==> config.mk <==
export PLATFORM = sky130hd
export DESIGN_NAME = uart_core
export DESIGN_NICKNAME = d
export VERILOG_FILES = /design/src/rtl/uart_pkg.sv /design/src/rtl/uart_fifo.sv /design/src/rtl/uart_core.sv
export SDC_FILE = /design/constraint.sdc
export NUM_CORES = 1
export LEC_CHECK = 0
export ABC_AREA = 1
export CAP_MARGIN = 10
export CORE_MARGIN = 8
export CORE_UTILIZATION = 49
export CTS_BUF_LIST = sky130_fd_sc_hd__clkbuf_8
export DETAILED_ROUTE_END_ITERATION = 7
export DONT_BUFFER_PORTS = 1
export SLEW_MARGIN = 0
export SYNTH_ARGS = -nofsm -noshare
export SYNTH_HDL_FRONTEND = slang
export SYNTH_SLANG_ARGS = --single-unit
==> constraint.sdc <==
create_clock -name clk -period 4.2 [get_ports clk]
set_input_delay 0.42 -clock clk [delete_from_list [all_inputs] [get_ports clk]]
set_output_delay 0.42 -clock clk [all_outputs]
set_load 0.02 [all_outputs]
==> src/rtl/uart_pkg.sv <==
// Shared register map, CTRL/STATUS bit positions and FSM encodings for the UART.
package uart_pkg;

  localparam logic [1:0] ADDR_TXDATA = 2'd0;
  localparam logic [1:0] ADDR_RXDATA = 2'd1;
  localparam logic [1:0] ADDR_DIV    = 2'd2;
  localparam logic [1:0] ADDR_CTRL   = 2'd3;

  // CTRL bit positions inside the 7-bit control register (bus bits [14:8])
  localparam int unsigned CTRL_PARITY_EN  = 0;
  localparam int unsigned CTRL_PARITY_ODD = 1;
  localparam int unsigned CTRL_TWO_STOP   = 2;
  localparam int unsigned CTRL_LOOPBACK   = 3;
  localparam int unsigned CTRL_RX_IE      = 4;
  localparam int unsigned CTRL_TX_IE      = 5;
  localparam int unsigned CTRL_ERR_IE     = 6;
  localparam int unsigned CTRL_W          = 7;

  // STATUS bit positions (bus bits [7:0])
  localparam int unsigned STAT_TX_FULL    = 0;
  localparam int unsigned STAT_TX_EMPTY   = 1;
  localparam int unsigned STAT_RX_EMPTY   = 2;
  localparam int unsigned STAT_RX_FULL    = 3;
  localparam int unsigned STAT_OVERRUN    = 4;
  localparam int unsigned STAT_FRAME_ERR  = 5;
  localparam int unsigned STAT_PARITY_ERR = 6;
  localparam int unsigned STAT_TX_BUSY    = 7;

  typedef enum logic [2:0] {
    TX_IDLE, TX_START, TX_DATA, TX_PARITY, TX_STOP
  } tx_state_e;

  typedef enum logic [2:0] {
    RX_IDLE, RX_START, RX_DATA, RX_PARITY, RX_STOP, RX_WAIT_HIGH
  } rx_state_e;

endpackage

==> src/rtl/uart_fifo.sv <==
// Synchronous first-word-fall-through FIFO; overflowing pushes and underflowing pops are ignored.
module uart_fifo #(
  parameter int unsigned WIDTH = 8,
  parameter int unsigned DEPTH = 16
) (
  input  logic                     clk,
  input  logic                     reset,
  input  logic                     push,
  input  logic                     pop,
  input  logic [WIDTH-1:0]         data_in,
  output logic [WIDTH-1:0]         data_out,
  output logic                     full,
  output logic                     empty,
  output logic [$clog2(DEPTH):0]   count
);
  localparam int unsigned AW = $clog2(DEPTH);

  logic [WIDTH-1:0] mem [DEPTH];
  logic [AW-1:0]    wr_ptr;
  logic [AW-1:0]    rd_ptr;
  logic             do_push;
  logic             do_pop;

  assign full     = (count == (AW+1)'(DEPTH));
  assign empty    = (count == '0);
  assign do_push  = push && !full;
  assign do_pop   = pop && !empty;
  assign data_out = mem[rd_ptr];

  // Pointer and occupancy bookkeeping
  always_ff @(posedge clk or negedge reset) begin
    if (!reset) begin
      wr_ptr <= '0;
      rd_ptr <= '0;
      count  <= '0;
    end else begin
      if (do_push) wr_ptr <= wr_ptr + 1'b1;
      if (do_pop)  rd_ptr <= rd_ptr + 1'b1;
      case ({do_push, do_pop})
        2'b10:   count <= count + 1'b1;
        2'b01:   count <= count - 1'b1;
        default: count <= count;
      endcase
    end
  end

  // Storage array, no reset needed
  always_ff @(posedge clk) begin
    if (do_push) mem[wr_ptr] <= data_in;
  end

endmodule

==> src/rtl/uart_core.sv <==
// UART with TX/RX FIFOs, selectable parity/stop bits, loopback and a Wishbone-style register port.
module uart_core
  import uart_pkg::*;
#(
  parameter int unsigned DATA_BITS  = 8,
  parameter int unsigned FIFO_DEPTH = 16,
  parameter int unsigned DIV_WIDTH  = 16,
  parameter int unsigned DIV_RESET  = 6,
  parameter int unsigned OVERSAMPLE = 16
) (
  input  logic        clk,
  input  logic        reset,
  output logic        tx_bit,
  input  logic        rx_bit,
  input  logic [1:0]  wb_addr,
  input  logic [15:0] wb_data_in,
  output logic [15:0] wb_data_out,
  input  logic        wb_we,
  input  logic        wb_stb,
  output logic        wb_ack,
  output logic        irq
);
  localparam int unsigned CW  = $clog2(FIFO_DEPTH) + 1;
  localparam int unsigned OW  = $clog2(OVERSAMPLE);
  localparam int unsigned BW  = $clog2(DATA_BITS);
  localparam int unsigned RXW = DATA_BITS + 2;

  // Bus access latched at request, executed during the ack cycle
  logic [1:0]  acc_addr;
  logic        acc_we;
  logic [15:0] acc_data;
  logic        acc_pop_ok;
  logic [15:0] rd_mux;
  logic        tx_push, rx_pop, div_wr, ctrl_wr;

  logic [DIV_WIDTH-1:0] div_reg, div_act, tick_cnt;
  logic                 tick;
  logic [CTRL_W-1:0]    ctrl;
  logic                 overrun, frame_err, parity_err;
  logic [7:0]           status;

  logic [DATA_BITS-1:0] tx_head;
  logic                 tx_full, tx_empty, tx_pop, tx_frame_done, tx_busy;
  logic [CW-1:0]        tx_count;
  tx_state_e            tx_state;
  logic [OW-1:0]        tx_os;
  logic [BW-1:0]        tx_idx;
  logic [DATA_BITS-1:0] tx_sh;
  logic                 tx_par, tx_pen, tx_two, tx_stop2;

  logic [RXW-1:0]       rx_head, rx_entry;
  logic                 rx_full, rx_empty, rx_push;
  logic [CW-1:0]        rx_count;
  rx_state_e            rx_state;
  logic [1:0]           rx_sync;
  logic                 rx_line, rx_prev;
  logic [OW-1:0]        rx_os;
  logic [BW-1:0]        rx_idx;
  logic [DATA_BITS-1:0] rx_sh;
  logic                 rx_perr, rx_pen, rx_podd;

  assign tx_push = wb_ack && acc_we && (acc_addr == ADDR_TXDATA);
  assign rx_pop  = wb_ack && acc_pop_ok;
  assign div_wr  = wb_ack && acc_we && (acc_addr == ADDR_DIV);
  assign ctrl_wr = wb_ack && acc_we && (acc_addr == ADDR_CTRL);
  assign tx_busy = (tx_state != TX_IDLE);
  assign rx_line = ctrl[CTRL_LOOPBACK] ? tx_bit : rx_sync[1];
  assign tick    = (tick_cnt >= div_act);

  assign status = {tx_busy, parity_err, frame_err, overrun,
                   rx_full, rx_empty, (tx_count == '0), tx_full};

  uart_fifo #(.WIDTH(DATA_BITS), .DEPTH(FIFO_DEPTH)) u_tx_fifo (
    .clk(clk), .reset(reset), .push(tx_push), .pop(tx_pop),
    .data_in(acc_data[DATA_BITS-1:0]), .data_out(tx_head),
    .full(tx_full), .empty(tx_empty), .count(tx_count)
  );

  uart_fifo #(.WIDTH(RXW), .DEPTH(FIFO_DEPTH)) u_rx_fifo (
    .clk(clk), .reset(reset), .push(rx_push), .pop(rx_pop),
    .data_in(rx_entry), .data_out(rx_head),
    .full(rx_full), .empty(rx_empty), .count(rx_count)
  );

  // Read data selection for the access being acknowledged
  always_comb begin
    rd_mux = '0;
    case (wb_addr)
      ADDR_RXDATA: if (!rx_empty)
        rd_mux = {rx_head[DATA_BITS+1], rx_head[DATA_BITS], (14-DATA_BITS)'(0),
                  rx_head[DATA_BITS-1:0]};
      ADDR_DIV:    rd_mux = 16'(div_reg);
      ADDR_CTRL:   rd_mux = {1'b0, ctrl, status};
      default:     rd_mux = '0;
    endcase
  end

  // Bus handshake: one-cycle ack, registered read data
  always_ff @(posedge clk or negedge reset) begin
    if (!reset) begin
      wb_ack      <= 1'b0;
      wb_data_out <= '0;
      acc_addr    <= '0;
      acc_we      <= 1'b0;
      acc_data    <= '0;
      acc_pop_ok  <= 1'b0;
    end else begin
      wb_ack      <= wb_stb && !wb_ack;
      wb_data_out <= '0;
      acc_pop_ok  <= 1'b0;
      if (wb_stb && !wb_ack) begin
        acc_addr    <= wb_addr;
        acc_we      <= wb_we;
        acc_data    <= wb_data_in;
        acc_pop_ok  <= !wb_we && (wb_addr == ADDR_RXDATA) && !rx_empty;
        wb_data_out <= wb_we ? 16'h0000 : rd_mux;
      end
    end
  end

  // Baud tick generator; new divider only applied while both directions are idle
  always_ff @(posedge clk or negedge reset) begin
    if (!reset) begin
      tick_cnt <= '0;
      div_act  <= DIV_WIDTH'(DIV_RESET);
    end else begin
      if (div_wr || tick) tick_cnt <= '0;
      else                tick_cnt <= tick_cnt + 1'b1;
      if (!tx_busy && rx_state == RX_IDLE) div_act <= div_reg;
    end
  end

  // Control/divider registers, sticky error flags and interrupt
  always_ff @(posedge clk or negedge reset) begin
    if (!reset) begin
      div_reg    <= DIV_WIDTH'(DIV_RESET);
      ctrl       <= '0;
      overrun    <= 1'b0;
      frame_err  <= 1'b0;
      parity_err <= 1'b0;
      irq        <= 1'b0;
    end else begin
      if (div_wr)  div_reg <= DIV_WIDTH'(acc_data);
      if (ctrl_wr) ctrl    <= acc_data[14:8];
      overrun    <= (overrun    && !(ctrl_wr && acc_data[STAT_OVERRUN]))
                 || (rx_push && (rx_count == CW'(FIFO_DEPTH)));
      frame_err  <= (frame_err  && !(ctrl_wr && acc_data[STAT_FRAME_ERR]))
                 || (rx_push && rx_entry[DATA_BITS+1]);
      parity_err <= (parity_err && !(ctrl_wr && acc_data[STAT_PARITY_ERR]))
                 || (rx_push && rx_entry[DATA_BITS]);
      irq <= (ctrl[CTRL_RX_IE] && !rx_empty)
          || (ctrl[CTRL_TX_IE] && tx_empty && !tx_busy)
          || (ctrl[CTRL_ERR_IE] && (overrun || frame_err || parity_err));
    end
  end

  assign tx_frame_done = tick && (tx_os == OW'(OVERSAMPLE-1)) && (tx_state == TX_STOP)
                         && (!tx_two || tx_stop2);
  assign tx_pop        = tick && !tx_empty && ((tx_state == TX_IDLE) || tx_frame_done);

  // Transmit FSM; frame settings captured when a byte is popped
  always_ff @(posedge clk or negedge reset) begin
    if (!reset) begin
      tx_state <= TX_IDLE;
      tx_bit   <= 1'b1;
      tx_os    <= '0;
      tx_idx   <= '0;
      tx_sh    <= '0;
      tx_par   <= 1'b0;
      tx_pen   <= 1'b0;
      tx_two   <= 1'b0;
      tx_stop2 <= 1'b0;
    end else if (tx_pop) begin
      tx_state <= TX_START;
      tx_bit   <= 1'b0;
      tx_os    <= '0;
      tx_sh    <= tx_head;
      tx_par   <= (^tx_head) ^ ctrl[CTRL_PARITY_ODD];
      tx_pen   <= ctrl[CTRL_PARITY_EN];
      tx_two   <= ctrl[CTRL_TWO_STOP];
      tx_stop2 <= 1'b0;
    end else if (tx_busy && tick) begin
      if (tx_os != OW'(OVERSAMPLE-1)) begin
        tx_os <= tx_os + 1'b1;
      end else begin
        tx_os <= '0;
        case (tx_state)
          TX_START: begin
            tx_state <= TX_DATA;
            tx_idx   <= '0;
            tx_bit   <= tx_sh[0];
            tx_sh    <= tx_sh >> 1;
          end
          TX_DATA: begin
            if (tx_idx == BW'(DATA_BITS-1)) begin
              tx_state <= tx_pen ? TX_PARITY : TX_STOP;
              tx_bit   <= tx_pen ? tx_par : 1'b1;
            end else begin
              tx_idx <= tx_idx + 1'b1;
              tx_bit <= tx_sh[0];
              tx_sh  <= tx_sh >> 1;
            end
          end
          TX_PARITY: begin
            tx_state <= TX_STOP;
            tx_bit   <= 1'b1;
          end
          TX_STOP: begin
            if (tx_two && !tx_stop2) tx_stop2 <= 1'b1;
            else                     tx_state <= TX_IDLE;
          end
          default: tx_state <= TX_IDLE;
        endcase
      end
    end
  end

  // Receive FSM: synchronised line, mid-start validation, centre sampling
  always_ff @(posedge clk or negedge reset) begin
    if (!reset) begin
      rx_state <= RX_IDLE;
      rx_sync  <= 2'b11;
      rx_prev  <= 1'b1;
      rx_os    <= '0;
      rx_idx   <= '0;
      rx_sh    <= '0;
      rx_perr  <= 1'b0;
      rx_pen   <= 1'b0;
      rx_podd  <= 1'b0;
      rx_push  <= 1'b0;
      rx_entry <= '0;
    end else begin
      rx_sync <= {rx_sync[0], rx_bit};
      rx_prev <= rx_line;
      rx_push <= 1'b0;
      case (rx_state)
        RX_IDLE: begin
          if (rx_prev && !rx_line) begin
            rx_state <= RX_START;
            rx_os    <= '0;
            rx_perr  <= 1'b0;
            rx_pen   <= ctrl[CTRL_PARITY_EN];
            rx_podd  <= ctrl[CTRL_PARITY_ODD];
          end
        end
        RX_WAIT_HIGH: if (rx_line) rx_state <= RX_IDLE;
        RX_START: begin
          if (tick) begin
            if (rx_os == OW'(OVERSAMPLE/2-1)) begin
              rx_os    <= '0;
              rx_idx   <= '0;
              rx_state <= rx_line ? RX_IDLE : RX_DATA;
            end else begin
              rx_os <= rx_os + 1'b1;
            end
          end
        end
        default: begin
          if (tick) begin
            if (rx_os != OW'(OVERSAMPLE-1)) begin
              rx_os <= rx_os + 1'b1;
            end else begin
              rx_os <= '0;
              case (rx_state)
                RX_DATA: begin
                  rx_sh <= {rx_line, rx_sh[DATA_BITS-1:1]};
                  if (rx_idx == BW'(DATA_BITS-1)) rx_state <= rx_pen ? RX_PARITY : RX_STOP;
                  else                            rx_idx   <= rx_idx + 1'b1;
                end
                RX_PARITY: begin
                  rx_perr  <= rx_line ^ (^rx_sh) ^ rx_podd;
                  rx_state <= RX_STOP;
                end
                RX_STOP: begin
                  rx_push  <= 1'b1;
                  rx_entry <= {!rx_line, rx_perr, rx_sh};
                  rx_state <= rx_line ? RX_IDLE : RX_WAIT_HIGH;
                end
                default: rx_state <= RX_IDLE;
              endcase
            end
          end
        end
      endcase
    end
  end

endmodule
==> impl_metrics.py, run 1 <==
metrics = {
    "routing": {
        "drc": 0,
        "wirelength_um": 48100,
        "first_pass_iters": 5,
        "viasPerCell": 5.33,
        "wl_per_cell_um": 18.5,
        "vias": 13800,
        "ant_nets": 0,
        "first_iter_violations": 1245,
    },
    "yosys": {
        "postSynthCellCount": 1953,
        "synth_ff_type": "edfxtp_1",
        "synth_top_area_share_pct": 42.9,
        "synth_adder_area_share_pct": 2.64,
        "yosysTopAreaCell": "edfxtp_1",
        "synth_area_mm2": 0.0202,
        "synth_xor_area_share_pct": 1.35,
        "synthesis.nets": 2018,
        "syn_avg_cell_area_um2": 10.3,
        "ys_seq_area_share_pct": 65.2,
        "ys_types": 46,
        "async_flop_share_pct": 38.5,
        "synth.area.top_cells": "edfxtp_1 (43%), dfrtp_1 (21%), nand2_1 (8.9%)",
        "ys_seq_elements": 468,
        "yosys.area_share.simple_pct": 17.1,
        "synth.area.mux_share_pct": 0.453,
        "yosysWarnings": 0,
        "synth_top_family_by_area": "simple AND/OR/NAND/NOR gates",
        "synth_edf_count": 288,
        "synth_compound_area_share_pct": 8.48,
    },
    "final_layout": {
        "largest_register_ff_count": 160,
        "multi_input_area_mm2": 0.00606,
        "area_delta_synth_final_pct": 11.4,
        "top_register": "u_rx_fifo.mem",
        "fill_cells": 3588,
        "top_regs": "u_rx_fifo.mem (160), u_tx_fifo.mem (128)",
        "final_area_mm2": 0.0225,
        "layout_common_cells": "nand2_1 (478), edfxtp_1 (288), nor2_1 (227)",
        "mostFrequentLayoutCell": "nand2_1",
        "layout.nets": 2065,
        "drive_gt1_share_pct": 7.94,
        "seq_area_mm2": 0.0132,
    },
    "global_route": {
        "track_usage_pct": 20.2,
        "grt_pass1_vias": 13700,
        "globalRouteOverflowTotal": 0,
        "antenna_found_initial": 3,
        "grt_max_degree": 181,
        "grt_pass1_wl_um": 75700,
    },
    "critical_path": {
        "crit_arrival_ps": 4080,
        "crit_type": "reg -> reg",
        "crit_path_frequent_cell": "a21oi_1",
        "worst-endpoint-required_ps": 4710,
        "cp_max_fo": 18,
        "endpoint_kind": "register",
        "cpPeakStageDelay_ps": 510,
        "startpoint_type": "register",
        "worstPathCellList": "inv_1, ha_1, inv_1, o21bai_1, nand2_1, a21oi_1, o31ai_1, nand2_2, nand2_1, inv_2, ha_1, xor2_1, ha_1, a21oi_1, o21ai_0, a21oi_1, inv_1, a21oi_1, o21ai_0, xnor2_1",
        "critPathSlowestCell": "dfstp_2",
    },
    "placement": {
        "placedInstanceArea_mm2": 0.0207,
        "dp.final_hpwl_um": 29800,
        "io_buffers": 0,
        "routabilityCongestion": 0.796,
    },
    "worst_hold_path": {
        "hp-class": "in -> async",
    },
    "floorplanning": {
        "die_y_um": 219,
        "pin_count": 42,
        "die_x_um": 219,
        "dieArea_mm2": 0.0479,
        "start_util_pct": 49.5,
        "core-area_mm2": 0.0407,
        "rows": 74,
    },
    "sta": {
        "rsz0062_at_grt": "false",
        "fmax_mhz": 280,
        "setup_viol": 0,
        "hold_violations": 180,
        "fin_skew_ps": 16.1,
        "fin_crit_sh_pct": 84.9,
        "finalSetupTns_ps": 0,
        "worst_pin_slew_ps": 1220,
        "max_slew_margin_pct": 18.5,
        "whs_ps": -496,
        "slew_viol_final": 0,
        "fin_crit_ps": 3570,
    },
    "clock_network": {
        "clockRootBuffer": "clkbuf_8",
        "htreeDepth": 3,
        "hold_buffers": 20,
        "cts_buffers": 77,
        "clk_pin_slew_ps": 60,
        "cts_setup_buffers": 0,
        "cts_max_path_buffers": 3,
        "clock_sink_count": 468,
        "clk_latency_ps": 630,
        "cts_tree": "yes",
    },
    "pwr": {
        "p_per_area_mw_per_mm2": 539,
        "power_leakage_nw": 9.15,
        "ir_worst_vdd_mv": 0.390,
    },
    "run_status": {
        "run_status": "finished, violations left",
        "violations": "hold timing",
    },
    "flow_run": {
        "maxCapViolCount": 0,
    },
}
power breakdown:
group	internal, mW	switching, mW
Clock	2.25	1.85
Combinational	0.724	1.58
Sequential	5.33	0.376
Total	8.31	3.80
worst paths after layout:
check | from | cells past startpoint | slack (ps) | end
worst max-delay path | div_act[1] | 20 | 630 | u_tx_fifo.count[4]
worst min-delay path | reset | 0 | -500 | wb_data_out[0]
worst max register to register | div_act[1] | 20 | 630 | u_tx_fifo.count[4]
worst min register to register | rx_sync[0] | 0 | 360 | rx_sync[1]
max in group asynchronous | reset | 0 | 4270 | rx_prev
min in group clk | wb_stb | 3 | 170 | wb_ack
timing repair:
item / in CTS / in global routing
hold endpoints to repair: 200 / 180
setup endpoints to repair: 0 / 0
gates resized for setup: 0 / 0
kinds of logic (layout without fill, tap and decap cells):
family | Yosys count | after routing
flip-flops | 468 | 468
buffers and inverters | 236 | 348
AND/OR/NAND/NOR | 854 | 854
AO/OA/AOI/OAI | 313 | 313
adder cells (fa/ha/maj) | 42 | 42
XOR/XNOR | 31 | 31
multiplexers | 9 | 9
other | 0 | 2
synthesized netlist by cell type (6+ instances only):
master	n
nand2_1	478
nor2_1	228
a21oi_1	69
nor3_1	12
o22ai_1	22
dfrtp_1	172
buf_4	6
xor2_1	20
o21ai_0	180
dfstp_2	8
clkbuf_1	39
o221ai_1	21
buf_2	19
ha_1	41
mux2i_1	8
inv_2	7
inv_1	153
nand3_1	104
edfxtp_1	288
nand4_1	7
xnor2_1	11
metal layers:
metal / share of wire [%] / GRT usage (%)
met1: 44 / 26.5
met2: 48 / 33.3
met3: 5.6 / 3.75
met4: 2.7 / 7.52
met5: 0.050 / 0
layout make-up:
class | instances | area share, %
repair buffers | 40 | 1.56
multi-input cells | 1249 | 27.0
flip-flops and latches | 468 | 58.6
well taps | 532 | 2.96
clock buffers | 95 | 5.82
inverters | 164 | 2.74
diodes | 2 | 0.0223
clock inverters | 49 | 1.37
stage by stage:
step | util (%) | setup WS (ps) | hold WS (ps) | total power, mW | cells
global placement | 50.7 | 777 | 134 | 8.01 | 2433
detailed placement | 50.7 | 657 | 137 | 8.08 | 2433
CTS | 55.2 | 644 | -559 | 12.2 | 2597
global route | 55.2 | 264 | -530 | 12.8 | 2597
finish | 55.2 | 633 | -496 | 12.1 | 2599
floorplan | - | 899 | 124 | 7.41 | 1953
worst max-delay path, delay by kind of cell (launching register included):
family	cells	cell delay [ps]
flops	1	510
buf+inv	4	330
simple gates	3	350
compound gates	8	1140
fa+ha+maj	3	790
xor+xnor	2	320
(Power assumes the default switching activity.)
==> run 2: changes to the inputs <==
--- a/config.mk
+++ b/config.mk
@@ -5,7 +5,7 @@
 export SDC_FILE = /design/constraint.sdc
 export NUM_CORES = 1
 export LEC_CHECK = 0
-export ABC_AREA = 1
+export ABC_AREA = 0
 export CAP_MARGIN = 10
 export CORE_MARGIN = 8
 export CORE_UTILIZATION = 49
==> constraint.sdc (replaced) <==
create_clock -name clk -period 3.4 [get_ports clk]
set_input_delay 0.34 -clock clk [delete_from_list [all_inputs] [get_ports clk]]
set_output_delay 0.34 -clock clk [all_outputs]
set_load 0.02 [all_outputs]
==> run 2 against run 1 <==
  * The run still ends with hold timing left
  * Critical path depth fell by 2
  * Clock power rose by 12%
  * Global-route usage fell by 2.1 points
  * Final cell count fell by 25%
  * Synthesized area fell by 2.1%
  * Wire length fell by 13%
  * Sequential share of layout area rose by 0.65 points
  * Design area fell by 1.1%
  * Sequential power rose by 25%
  * Utilization rose by 0.78 points
  * Combinational power rose by 16%
  * Critical path type unchanged
  * Largest cell class unchanged
  * Largest power group unchanged
==> impl_metrics.py, run 2 <==
metrics = {
    "routing": {
        "first_iter_violations": 906,
        "first_pass_iters": 5,
        "wirelength_um": 41800,
        "viasPerCell": 5.51,
        "drc": 0,
        "vias": 10700,
        "wl_per_cell_um": 21.6,
        "met1_length_um": 18600,
        "top_layer_used": "met4",
        "wl_met2_um": 21000,
        "ant_nets": 0,
        "wl_met3_um": 1410,
    },
    "placement": {
        "dp.cells": 1773,
        "dp.final_hpwl_um": 26700,
        "io_buffers": 0,
        "dp_slack_ps": 49.6,
        "routabilityCongestion": 0.795,
    },
    "clock_network": {
        "clk_latency_ps": 610,
        "clk_pin_slew_ps": 60,
        "hold_buffers": 20,
        "cts_max_path_buffers": 3,
        "htreeDepth": 3,
        "clock_sink_count": 468,
        "cts_tree": "yes",
        "clockRootBuffer": "clkbuf_8",
        "cts_buffers": 78,
    },
    "critical_path": {
        "worst-endpoint-required_ps": 3890,
        "worstPathCellList": "inv_1, ha_1, a21o_1, a21o_1, a21oi_1, o21ai_1, a21o_1, nand2b_1, inv_2, ha_1, xor2_1, ha_2, o21ai_1, a21oi_1, a21oi_1, xor2_1, nor2_1, xor2_1",
        "crit_arrival_ps": 3690,
        "timing.rr.end": "u_tx_fifo.count[4]",
        "reg2reg_from": "div_act[1]",
        "r2r_setup_slack_ps": 190,
        "crit_type": "reg -> reg",
        "rr_worst_depth": 18,
        "startpoint_type": "register",
        "endpoint_kind": "register",
        "cpPeakStageDelay_ps": 520,
        "critPathSlowestCell": "dfstp_2",
        "cp_max_fo": 3,
    },
    "floorplanning": {
        "dieArea_mm2": 0.0470,
        "pin_count": 42,
        "rows": 73,
        "die_x_um": 217,
        "die_y_um": 217,
        "start_util_pct": 49.7,
        "core-area_mm2": 0.0397,
    },
    "global_route": {
        "track_usage_pct": 18.1,
        "globalRouteOverflowTotal": 0,
        "grt_max_degree": 181,
        "antenna_found_initial": 0,
        "grt_pass1_wl_um": 66000,
        "grt_pass1_vias": 11300,
    },
    "run_status": {
        "violations": "hold timing",
        "run_status": "finished, violations left",
    },
    "yosys": {
        "synth_ff_type": "edfxtp_1",
        "ys_seq_elements": 468,
        "ys_types": 61,
        "yosysTopAreaCell": "edfxtp_1",
        "synth_area_mm2": 0.0198,
        "postSynthCellCount": 1259,
        "ys_seq_area_share_pct": 66.6,
        "synth.area.top_cells": "edfxtp_1 (44%), dfrtp_1 (22%), mux4_2 (9.1%)",
        "synth_most_common_cell": "edfxtp_1",
        "synth_edf_count": 288,
        "syn_avg_cell_area_um2": 15.7,
        "synth_top_area_share_pct": 43.8,
        "yosysWarnings": 0,
        "async_flop_share_pct": 38.5,
        "yosys-top-cells-count": "edfxtp_1 (288), dfrtp_1 (172), mux2_2 (81)",
        "synthesis.nets": 1324,
    },
    "final_layout": {
        "layout_common_cells": "edfxtp_1 (288), dfrtp_1 (170), clkbuf_8 (90)",
        "area_delta_synth_final_pct": 12.5,
        "layout.nets": 1414,
        "n_antenna_cell": 0,
        "largest_register_ff_count": 160,
        "seq_area_mm2": 0.0132,
        "multi_input_area_mm2": 0.00620,
        "fill_cells": 3218,
        "top_regs": "u_rx_fifo.mem (160), u_tx_fifo.mem (128)",
        "drive_gt1_share_pct": 23.4,
        "instances_no_fill": 1938,
        "mostFrequentLayoutCell": "edfxtp_1",
        "top_register": "u_rx_fifo.mem",
    },
    "sta": {
        "worst_pin_slew_ps": 1210,
        "slew_viol_final": 0,
        "whs_ps": -553,
        "hold_violations": 180,
        "setup_viol": 0,
        "fin_crit_sh_pct": 94.3,
        "fin_skew_ps": 19.2,
        "layout_setup_ws_ps": 194,
        "max_slew_margin_pct": 18.5,
        "fmax_mhz": 312,
        "fin_crit_ps": 3210,
    },
    "pwr": {
        "power_leakage_nw": 8.09,
        "ir_worst_vdd_mv": 0.327,
        "total_power_mw": 14.4,
        "p_per_area_mw_per_mm2": 648,
    },
    "worst_hold_path": {
        "hp-class": "in -> async",
    },
    "flow_run": {
        "maxCapViolCount": 0,
    },
}
==> run 2: final cells by class <==
cell class	instances	share of cell area, %
Inverter	45	0.760
Multi-Input combinational cell	692	27.9
Tap cell	525	2.95
Clock buffer	90	5.57
Timing Repair Buffer	64	2.56
Clock inverter	54	1.03
Sequential cell	468	59.2
==> run 2: cell families (layout without fill, tap and decap cells) <==
group / count (synthesis) / in the layout / synth area share, %
buf+inv: 99 / 253 / 2.05
compound gates: 149 / 149 / 4.95
flops: 468 / 468 / 66.6
mux: 180 / 180 / 14.7
fa+ha+maj: 42 / 42 / 2.70
xor+xnor: 56 / 56 / 2.48
simple gates: 265 / 265 / 6.49
==> run 2: worst max path at each step <==
stage                start                 end  slack [ps]  cells past startpoint
4_1_cts         div_act[1]  u_tx_fifo.count[4]          50                     18
3_5_place_dp    div_act[1]  u_tx_fifo.count[4]          50                     18
5_1_grt         div_act[9]  u_tx_fifo.count[4]         -30                     19
2_1_floorplan  tick_cnt[0]  u_tx_fifo.count[4]         120                     19
6_report        div_act[1]  u_tx_fifo.count[4]         190                     18
3_3_place_gp    div_act[1]  u_tx_fifo.count[4]         110                     18
==> run 2: layer usage <==
| metal | vias up | global-route usage [%] |
|---|---|---|
| met5 | - | 0 |
| met4 | 0 | 5.57 |
| met1 | 5460 | 24.1 |
| met2 | 196 | 30.3 |
| li1 | 4949 | - |
| met3 | 68 | 3.43 |
==> run 2: per-stage QoR <==
| step | cell area (µm²) | TNS, ps | util [%] | hold slack (ps) |
|---|---|---|---|---|
| finish | 22200 | 0 | 56.0 | -553 |
| global route | 22200 | -27.9 | 56.0 | -612 |
| CTS | 22200 | 0 | 55.9 | -634 |
| detailed placement | 20600 | 0 | 51.7 | 59.0 |
| global placement | 20600 | 0 | 51.7 | 57.1 |
| floorplan | 19800 | 0 | - | 44.4 |
==> run 2: timing repair <==
| action | CTS | global route |
|---|---|---|
| setup endpoints to repair | 0 | 1 |
| resized for setup | 0 | 4 |
| setup buffers | 0 | 1 |
| endpoints found under the hold margin | 216 | 180 |
==> run 2: critical path: cells and delay by family, from the launching register on <==
family / cells / cell delay, ps
fa+ha+maj: 3 / 690
buf+inv: 2 / 80
simple gates: 2 / 170
xor+xnor: 3 / 460
compound gates: 8 / 1170
flops: 1 / 520
==> run 2: report_power, final <==
part	internal (mW)	switching [mW]	total (mW)
Clock	2.42	2.18	4.60
Combinational	1.36	1.30	2.66
Sequential	6.59	0.566	7.15
Total	10.4	4.05	14.4
